<file path="src/rtl/display_arbiter.sv">
// Two-requester arbiter for the seven-segment display: latches one message per grant and holds it for a dwell time.
// Outputs update one cycle after a grant; req_ready stays low during dwell unless an error preempts a non-error message.
module display_arbiter #(
    parameter int DWELL_CYCLES = 50_000_000,
    parameter int DWELL_W      = 26
) (
    input  logic        clock,
    input  logic        reset_n,
    input  logic [1:0]  req_valid,
    output logic [1:0]  req_ready,
    input  logic [15:0] req0_number,
    input  logic [15:0] req1_number,
    input  logic        req0_overflow,
    input  logic        req1_overflow,
    input  logic [3:0]  req0_error,
    input  logic [3:0]  req1_error,
    output logic [15:0] number,
    output logic        overflow,
    output logic [3:0]  error,
    output logic [1:0]  owner,
    output logic        busy
);

    localparam logic [DWELL_W-1:0] DWELL_LOAD = DWELL_W'(DWELL_CYCLES - 1);

    logic [DWELL_W-1:0] cnt;
    logic [DWELL_W-1:0] cnt_next;
    logic               last;
    logic [1:0]         err_req;
    logic [1:0]         cand;
    logic [1:0]         grant;
    logic               win;

    assign err_req[0] = req_valid[0] && (req0_error != 4'h0);
    assign err_req[1] = req_valid[1] && (req1_error != 4'h0);

    // Idle: errors filter the candidate set; dwell: only errors may preempt a non-error display
    always_comb begin
        cand = 2'b00;
        if (cnt == '0) begin
            cand = (|err_req) ? err_req : req_valid;
        end else if (error == 4'h0) begin
            cand = err_req;
        end
    end

    always_comb begin
        grant = 2'b00;
        case (cand)
            2'b01:   grant = 2'b01;
            2'b10:   grant = 2'b10;
            2'b11:   grant = last ? 2'b01 : 2'b10;
            default: grant = 2'b00;
        endcase
    end

    assign req_ready = reset_n ? grant : 2'b00;
    assign win       = grant[1];

    always_comb begin
        cnt_next = cnt;
        if (|grant) begin
            cnt_next = DWELL_LOAD;
        end else if (cnt != '0) begin
            cnt_next = cnt - DWELL_W'(1);
        end
    end

    always_ff @(posedge clock or negedge reset_n) begin
        if (!reset_n) begin
            cnt      <= '0;
            last     <= 1'b1;
            busy     <= 1'b0;
            number   <= 16'h0;
            overflow <= 1'b0;
            error    <= 4'h0;
            owner    <= 2'b00;
        end else begin
            cnt  <= cnt_next;
            busy <= (cnt_next != '0);
            if (|grant) begin
                last     <= win;
                owner    <= grant;
                number   <= win ? req1_number   : req0_number;
                overflow <= win ? req1_overflow : req0_overflow;
                error    <= win ? req1_error    : req0_error;
            end
        end
    end

endmodule
</file>
<file path="config.mk">
export PLATFORM = sky130hd
export DESIGN_NAME = display_arbiter
export DESIGN_NICKNAME = d
export VERILOG_FILES = /design/src/rtl/display_arbiter.sv
export SDC_FILE = /design/constraint.sdc
export NUM_CORES = 1
export LEC_CHECK = 0
export BUFFER_PORTS_ARGS = -buffer_cell sky130_fd_sc_hd__buf_2
export CORE_MARGIN = 1
export CORE_UTILIZATION = 35
export CTS_BUF_LIST = sky130_fd_sc_hd__clkbuf_16
export CTS_CLUSTER_SIZE = 25
export DETAILED_ROUTE_END_ITERATION = 6
export PLACE_DENSITY_LB_ADDON = 0.2
export SYNTH_ARGS = -nofsm -noshare
export SYNTH_HDL_FRONTEND = slang
export SYNTH_SLANG_ARGS = --single-unit
</file>
<file path="constraint.sdc">
create_clock -name clock -period 4.3 [get_ports clock]
set_input_delay 1.29 -clock clock [delete_from_list [all_inputs] [get_ports clock]]
set_output_delay 1.29 -clock clock [all_outputs]
set_load 0.005 [all_outputs]
</file>
# Word-level counts from Yosys, hierarchy flattened
# Cells that the tools add are included.
[classes]
n_mux = 11
n_addsub = 1
n_eq_ne = 3
n_reduce_logical = 10
[op_table]
columns = ["operator", "count"]
rows = [
  ["26-bit two-way mux", 2],
  ["26-bit nonzero test", 2],
  ["26-bit logical NOT", 1],
  ["26-bit by 1-bit subtractor with 26-bit output, second input constant", 1],
  ["16-bit two-way mux", 1],
  ["2-bit two-way mux", 5],
  ["4-bit nonzero test", 2],
  ["2-bit one-hot mux with 3 select lines", 1],
  ["2-bit equality test, second input constant", 2],
  ["4-bit logical NOT", 1],
  ["4-bit two-way mux", 1],
  ["2-bit OR reduction", 2],
  ["2-bit by 1-bit equality test with 1-bit output, second input constant", 1],
  ["1-bit logical AND", 2],
  ["1-bit two-way mux", 1],
]
[totals]
out_inout_bits = 26
word_cells = 32
inputBits = 46
register_bits = 51

# Logic depth before layout (Yosys ltp)
# Gate-level depths: netlist of the first run.
[logic_depth]
ltp_word = 10
mapped_depth = 11

# Worst setup path after synthesis of the first run
# No wires, ideal clock.
[synth_timing]
path_kind = "input to output"
start = "input port req0_error[0]"
end = "output port req_ready[0]"
arrival_ns = 2.942
path_buffers = 3
t_required_ns = 3.010
path_stages = 9
setup_slack_ns = 0.068
cell_sequence = "o41ai_1 -> nor2_1 -> o22ai_1 -> and3_1 -> clkbuf_1 -> or2_1 -> buf_2 -> buf_2 -> nor2_1"
[synth_via]
elab_chain_len = 8
[synth_lines]
columns = ["element", "line", "text"]
rows = [
  ["start, declared", "15", "input logic [3:0] req0_error,"],
  ["4-bit nonzero test (*)", "34", "assign err_req[0] = req_valid[0] && (req0_error != 4'h0);"],
  ["1-bit logical AND (*)", "34", ""],
  ["2-bit OR reduction", "41", "cand = (|err_req) ? err_req : req_valid;"],
  ["2-bit two-way mux", "41", ""],
  ["2-bit two-way mux (*)", "40", "if (cnt == '0) begin"],
  ["2-bit equality test / 2-bit by 1-bit equality test with 1-bit output (equally long branches)", "49", "case (cand)"],
  ["2-bit one-hot mux with 3 select lines (*)", "49", ""],
  ["2-bit two-way mux (*)", "57", "assign req_ready = reset_n ? grant : 2'b00;"],
  ["end, declared", "10", "output logic [1:0] req_ready,"],
]
# Every way passes the cells marked *; elsewhere a longest branch is shown, timed or not.

# Final worst setup path of the first run
[layout_timing]
start = "input port req1_error[0]"
end = "output port req_ready[0]"
[layout_via]
elab_chain_len = 8
[layout_lines]
columns = ["element", "line", "text"]
rows = [
  ["start, declared", "16", "input logic [3:0] req1_error,"],
  ["4-bit nonzero test (*)", "35", "assign err_req[1] = req_valid[1] && (req1_error != 4'h0);"],
  ["1-bit logical AND (*)", "35", ""],
  ["2-bit OR reduction", "41", ""],
  ["2-bit two-way mux", "41", ""],
  ["2-bit two-way mux (*)", "40", ""],
  ["2-bit equality test / 2-bit by 1-bit equality test with 1-bit output (equally long branches)", "49", ""],
  ["2-bit one-hot mux with 3 select lines (*)", "49", ""],
  ["2-bit two-way mux (*)", "57", ""],
]
# Marks and branches as above.

==> impl_metrics.toml, run 1 <==
[clock_tree]
post-cts-setup-buffers = 0
postCtsResizedCells = 0
clock_path_buffers = 2
clock_latency_ns = 0.29
cts_hold_buf = 0
cts.sinks = 51
tritoncts.num_buffers = 5
cts_tree = "built"
clock-root-buffer = "sky130_fd_sc_hd__clkbuf_16"
cts-htree-levels = 2
clk_pin_slew_worst_paths_ns = 0.07

[sta]
hold_ws_ns = 0.490
timing.final.ws_setup_ns = 0.213
slew_viol_final = 0
max_slew_margin_pct = 56.0
period_minus_slack_ns = 4.09
timing_worst_slew_pin_value_ns = 0.660
fmax_mhz = 245
layout_worst_path_cycle_share_pct = 95.0
finalSetupViolations = 0
fin_clk_skew_ns = 0.00702
grt_setup_unrepaired = "false"
setup_tns_ns = 0
final-hold-violation-count = 0

[yosys]
postSynthNetCount = 327
yosys_warnings = 0
synth-async-reset-ratio_pct = 100
synth.ff_latch_count = 51
post_synth_inst_count = 279
netlist-cell-type-count = 55
synth-edff-count = 0
avgSynthCellArea_um2 = 10.1
seq_area_frac_synth_pct = 45.3
post_synth_instance_area_um2 = 2820
ys.flop_type = "sky130_fd_sc_hd__dfrtp_1"

[global_route]
grt.total_usage_pct = 18.2
first_global_vias = 2390
global_route_wire_length_before_repair_um = 12200
grt_max_degree = 52
total_global_routing_overflow = 0
number_of_antenna_violations_at_the_first_check_in_global_routing = 0

[drt]
via_count = 2452
number_of_design_rule_violations_left_by_the_first_detailed_router_iteration = 120
drc = 0
via_per_inst = 5.37
wirelength_per_cell_um = 16.0
detailed_routed_wire_length_on_met2_um = 3470
routed.top_layer = "met4"
wirelength_met1_um = 3550
first_pass_iters = 4
finalWirelength_um = 7300
ant_nets = 0
wl_met3_um = 216

[critical_path]
critical_path_required_ns = 3.01
worst_path_max_delay_cell = "sky130_fd_sc_hd__or4_1"
worstSetupEndpointType = "primary output"
setup.worst_path.start_class = "primary input"
critical_path_arrival_ns = 2.80
criticalPathCategory = "primary input to primary output"
worst-r2r-cell-count = 9
critical_path_peak_fanout = 3
critical_path.cell_chain = "buf_2 > or4_1 > nor2_1 > o22ai_1 > and3_1 > or2_1 > nor2_1 > buf_2"
cp_slowest_stage_delay_ns = 0.54

[placement]
dpl.cell_count = 449
port_buffers = 71
dpl_worst_slack_ns = 0.223
place.detailed.hpwl_um = 5160
gp_weighted_congestion = 0.890

[power]
power.density_cell_area_nw_per_um2 = 585
report.power.total_w = 0.00204
leakagePower_nw = 1.42
vdd_drop_max_v = 0.000235

[floorplan]
die_area_um2 = 8420
pin_count = 72
die_height_um = 91.8
std_cell_rows = 32
fp.coreArea_um2 = 7770
die-width_um = 91.8
start_util_pct = 36.3

[cells_and_area]
num-nets-final = 402
regArea_um2 = 1280
n_fill_cell = 789
finalNonFillerCells = 457
final_layout_size_suffix_gt1_share_pct = 34.1
multi_input_area_um2 = 1480
syn2layout_area_growth_pct = 23.6
antenna_fix_cells = 0

[outcome]
status = "completed"

[run]
maxCapViolations = 0

[worst_hold_path]
min_path_cells = 1
min-delay-path-class = "flip-flop to flip-flop"
-- critical path: cells and delay by family --
| family | cells | cell delay [ns] |
|---|---|---|
| buffers and inverters | 2 | 0.23 |
| AND/OR/NAND/NOR | 5 | 1.18 |
| AO/OA/AOI/OAI | 1 | 0.09 |
-- through the flow --
stage               util (%)  cell area, um2
global route            44.9            3490
CTS                     44.9            3490
detailed placement      42.8            3320
finish                  44.9            3490
global placement        42.8            3320
floorplan                  -            2820
-- synth_stat cells (2+ instances only) --
| cell type | count | share of area (%) |
|---|---|---|
| sky130_fd_sc_hd__ha_1 | 2 | 0.89 |
| sky130_fd_sc_hd__nor4_4 | 2 | 1.5 |
| sky130_fd_sc_hd__o32a_1 | 5 | 1.8 |
| sky130_fd_sc_hd__o221a_2 | 16 | 6.4 |
| sky130_fd_sc_hd__o31ai_1 | 2 | 0.53 |
| sky130_fd_sc_hd__buf_2 | 3 | 0.53 |
| sky130_fd_sc_hd__o22ai_1 | 2 | 0.44 |
| sky130_fd_sc_hd__nor4_1 | 5 | 1.1 |
| sky130_fd_sc_hd__nor3_2 | 2 | 0.71 |
| sky130_fd_sc_hd__or4_1 | 7 | 1.9 |
| sky130_fd_sc_hd__o211ai_1 | 4 | 1.1 |
| sky130_fd_sc_hd__inv_1 | 5 | 0.67 |
| sky130_fd_sc_hd__or2_2 | 2 | 0.44 |
| sky130_fd_sc_hd__o21ai_1 | 2 | 0.35 |
| sky130_fd_sc_hd__xnor2_1 | 15 | 4.7 |
| sky130_fd_sc_hd__nor3b_1 | 2 | 0.53 |
| sky130_fd_sc_hd__o21ai_0 | 6 | 1.1 |
| sky130_fd_sc_hd__nor3_1 | 10 | 1.8 |
| sky130_fd_sc_hd__nand2_1 | 24 | 3.2 |
| sky130_fd_sc_hd__and2_1 | 3 | 0.67 |
| sky130_fd_sc_hd__nor2_1 | 21 | 2.8 |
| sky130_fd_sc_hd__or4_2 | 2 | 0.62 |
| sky130_fd_sc_hd__nand3_1 | 3 | 0.53 |
| sky130_fd_sc_hd__nand3b_1 | 2 | 0.53 |
| sky130_fd_sc_hd__o21a_1 | 6 | 1.6 |
| sky130_fd_sc_hd__clkbuf_1 | 7 | 0.93 |
| sky130_fd_sc_hd__nor4_2 | 2 | 0.89 |
| sky130_fd_sc_hd__nand2b_1 | 20 | 4.4 |
| sky130_fd_sc_hd__a21oi_1 | 9 | 1.6 |
| sky130_fd_sc_hd__xor2_1 | 6 | 1.9 |
| sky130_fd_sc_hd__or3_1 | 4 | 0.89 |
| sky130_fd_sc_hd__dfrtp_1 | 50 | 44 |
| sky130_fd_sc_hd__and4_1 | 2 | 0.62 |
| sky130_fd_sc_hd__nand4_1 | 4 | 0.89 |
| sky130_fd_sc_hd__and3_1 | 2 | 0.44 |
-- path summary, 6_finish.rpt --
check	start	end	slack (ns)
worst min register to register	owner[1]	owner[1]	0.49
max in group asynchronous	reset_n	number[12]	2.70
worst min-delay path	owner[1]	owner[1]	0.49
worst max-delay path	req1_error[0]	req_ready[0]	0.21
min in group asynchronous	reset_n	cnt[22]	1.16
worst max register to register	cnt[0]	busy	0.75
-- sequential cells by signal, summed over array words and instances (netlist names) --
signal    count
cnt          26
owner         2
last          1
busy          1
overflow      1
error         4
number       16
-- power by group --
part	switching (W)	internal, W	total, W	leakage (nW)
clock network	0.000172	0.000272	0.000444	0.0812
logic	0.000329	0.000417	0.000746	0.774
registers	0.000183	0.000668	0.000851	0.569
total	0.000683	0.00136	0.00204	1.42
-- placed cells by master (no fill, tap or decap), drive strengths merged, types with 2 or more instances in the layout --
cell / synthesis / final
nand2b: 20 / 20
nor4: 9 / 9
or2: 3 / 3
buf: 5 / 80
nand4: 4 / 4
and3: 2 / 2
xor2: 6 / 6
or4: 10 / 10
nand3b: 2 / 2
ha: 2 / 2
nor3: 12 / 12
o31ai: 2 / 2
dfrtp: 50 / 50
or3: 6 / 6
o21ai: 8 / 8
o32a: 5 / 5
nor2: 21 / 21
o211ai: 4 / 4
nand2: 24 / 24
o21a: 6 / 6
nor3b: 2 / 2
a21oi: 9 / 9
o221a: 16 / 16
and4: 2 / 2
xnor2: 15 / 15
clkbuf: 7 / 5
nand3: 4 / 4
and2: 3 / 3
o22ai: 3 / 3
inv: 5 / 6
-- cell families (layout without fill, tap and decap cells) --
kind of cell    Yosys count  in the layout  share of synthesized area, %
buf+inv                  17             93                          2.66
compound gates           60             60                          17.3
flops                    51             51                          45.3
simple gates            128            128                          27.4
fa+ha+maj                 2              2                         0.887
xor+xnor                 21             21                          6.52
-- layer usage --
metal	vias to the layer above	GRT usage [%]
li1	1185	-
met1	1210	26.0
met2	51	28.9
met3	6	2.32
met4	0	4.82
met5	-	0
-- layout make-up --
| class | count | area share (%) |
|---|---|---|
| tap | 102 | 3.66 |
| clock buffer | 5 | 3.59 |
| clock inverter | 3 | 1.18 |
| inverter | 5 | 0.538 |
| multi-input combinational | 211 | 42.3 |
| timing repair buffer | 80 | 12.1 |
| sequential | 51 | 36.6 |
Note: power is estimated with default switching activity, not from simulation.
==> run 2: changes to the inputs <==
--- a/config.mk
+++ b/config.mk
@@ -6,6 +6,8 @@
 export NUM_CORES = 1
 export LEC_CHECK = 0
 export BUFFER_PORTS_ARGS = -buffer_cell sky130_fd_sc_hd__buf_2
+export CELL_PAD_IN_SITES_DETAIL_PLACEMENT = 0
+export CELL_PAD_IN_SITES_GLOBAL_PLACEMENT = 1
 export CORE_MARGIN = 1
 export CORE_UTILIZATION = 35
 export CTS_BUF_LIST = sky130_fd_sc_hd__clkbuf_16
==> run 2 against run 1 <==
Net effect: wire length is 2.1% higher; global-route usage is 0.38 points higher; clock skew is 0.0021 ns lower; clock-buffer cell count stayed put; sequential cell count stayed put; via count is 2.7% lower; clock power is 12% lower; first-iteration DRC count is 9.2% higher; cell count is 0.22% lower.
==> impl_metrics.toml, run 2 (synthesized netlist as in run 1, its figures left out) <==
[outcome]
status = "completed"

[cells_and_area]
num-nets-final = 401
fin_util_pct = 44.5
post-route-cell-area_um2 = 3460
largest_register_ffs = 26
top_register_by_number_of_flip_flops = "cnt"
biggestRegsByFlops = "cnt x26, number x16, error x4"
mostFrequentLayoutCell = "sky130_fd_sc_hd__buf_2"
antenna_fix_cells = 0
n_fill_cell = 769
finalNonFillerCells = 456
final_layout_size_suffix_gt1_share_pct = 33.9
syn2layout_area_growth_pct = 22.5
layout.cells.most_common_list = "71 x sky130_fd_sc_hd__buf_2, 50 x sky130_fd_sc_hd__dfrtp_1, 24 x sky130_fd_sc_hd__nand2_1"

[sta]
timing_worst_slew_pin_value_ns = 0.660
finalSetupViolations = 0
hold_ws_ns = 0.513
fmax_mhz = 246
grt_setup_unrepaired = "false"
final-hold-violation-count = 0
setup_tns_ns = 0
period_minus_slack_ns = 4.06
layout_worst_path_cycle_share_pct = 94.5
max_slew_margin_pct = 56.0
slew_viol_final = 0
fin_clk_skew_ns = 0.00495

[global_route]
number_of_antenna_violations_at_the_first_check_in_global_routing = 0
grt.total_usage_pct = 18.5
grt_max_degree = 52
total_global_routing_overflow = 0
first_global_vias = 2408
global_route_wire_length_before_repair_um = 12300

[critical_path]
cp_slowest_stage_delay_ns = 0.54
critical_path_peak_fanout = 3
critical_path_required_ns = 3.01
worstSetupEndpointType = "primary output"
critical_path_arrival_ns = 2.77
worst_path_max_delay_cell = "sky130_fd_sc_hd__or4_1"
critical_path.cell_chain = "buf_2 > or4_1 > nor2_1 > o22ai_1 > and3_1 > or2_1 > nor2_1 > buf_2"
criticalPathCategory = "primary input to primary output"
setup.worst_path.start_class = "primary input"

[power]
power.density_cell_area_nw_per_um2 = 575
vdd_drop_max_v = 0.000207
leakagePower_nw = 1.41

[drt]
via_count = 2387
wl_met3_um = 266
wirelength_per_cell_um = 16.3
via_per_inst = 5.23
number_of_design_rule_violations_left_by_the_first_detailed_router_iteration = 131
routed.top_layer = "met4"
first_pass_iters = 4
finalWirelength_um = 7450
detailed_routed_wire_length_on_met2_um = 3520
ant_nets = 0
drc = 0
wirelength_met1_um = 3620

[clock_tree]
cts.sinks = 51
postCtsResizedCells = 0
cts-htree-levels = 2
cts_hold_buf = 0
clock-root-buffer = "sky130_fd_sc_hd__clkbuf_16"
clk_pin_slew_worst_paths_ns = 0.06
post-cts-setup-buffers = 0
clock_path_buffers = 2
cts_tree = "built"
tritoncts.num_buffers = 5
clock_latency_ns = 0.29

[worst_hold_path]
min-delay-path-class = "flip-flop to flip-flop"

[run]
maxCapViolations = 0

[floorplan]
die_height_um = 91.8
die_area_um2 = 8420
std_cell_rows = 32
start_util_pct = 36.3
die-width_um = 91.8
fp.coreArea_um2 = 7770
pin_count = 72

[placement]
postPlaceCellArea_um2 = 3310
port_buffers = 71
dpl.cell_count = 448
place.detailed.hpwl_um = 5320
gp_weighted_congestion = 0.812
[run 2: final timing paths]
path	from	end	slack (ns)	depth (start not counted)
max	req1_error[0]	req_ready[0]	0.24	8
min	last	last	0.51	1
max reg2reg	cnt[0]	busy	0.80	9
min reg2reg	last	last	0.51	1
max in group asynchronous	reset_n	cnt[23]	2.72	2
min in group asynchronous	reset_n	cnt[20]	1.10	2
[run 2: final cells by class]
class / instances / area (um2) / share of cell area, %
Timing Repair Buffer: 79 / 415 / 12.0
Clock inverter: 3 / 17.5 / 0.507
Tap cell: 102 / 128 / 3.69
Multi-Input combinational cell: 211 / 1480 / 42.7
Clock buffer: 5 / 125 / 3.62
Inverter: 5 / 18.8 / 0.543
Sequential cell: 51 / 1280 / 37.0
[run 2: through the flow]
step                power (W)  worst slack, ns
floorplan             0.00133           0.0683
global placement      0.00160            0.243
detailed placement    0.00161            0.252
CTS                   0.00201            0.240
global route          0.00214            0.108
finish                0.00199            0.238
[run 2: critical path, delay by kind of cell]
family	cells	cell delay, ns
simple gates	5	1.17
buf+inv	2	0.23
compound gates	1	0.08
[run 2: routing by layer]
metal,vias up,track usage [%]
li1,1184,-
met1,1152,26.4
met2,47,29.1
met3,4,3.65
met4,0,4.30
met5,-,0
[run 2: where the power goes]
group	internal (W)	switching [W]
clock network	0.000214	0.000175
logic	0.000417	0.000331
registers	0.000668	0.000185
total	0.00130	0.000691
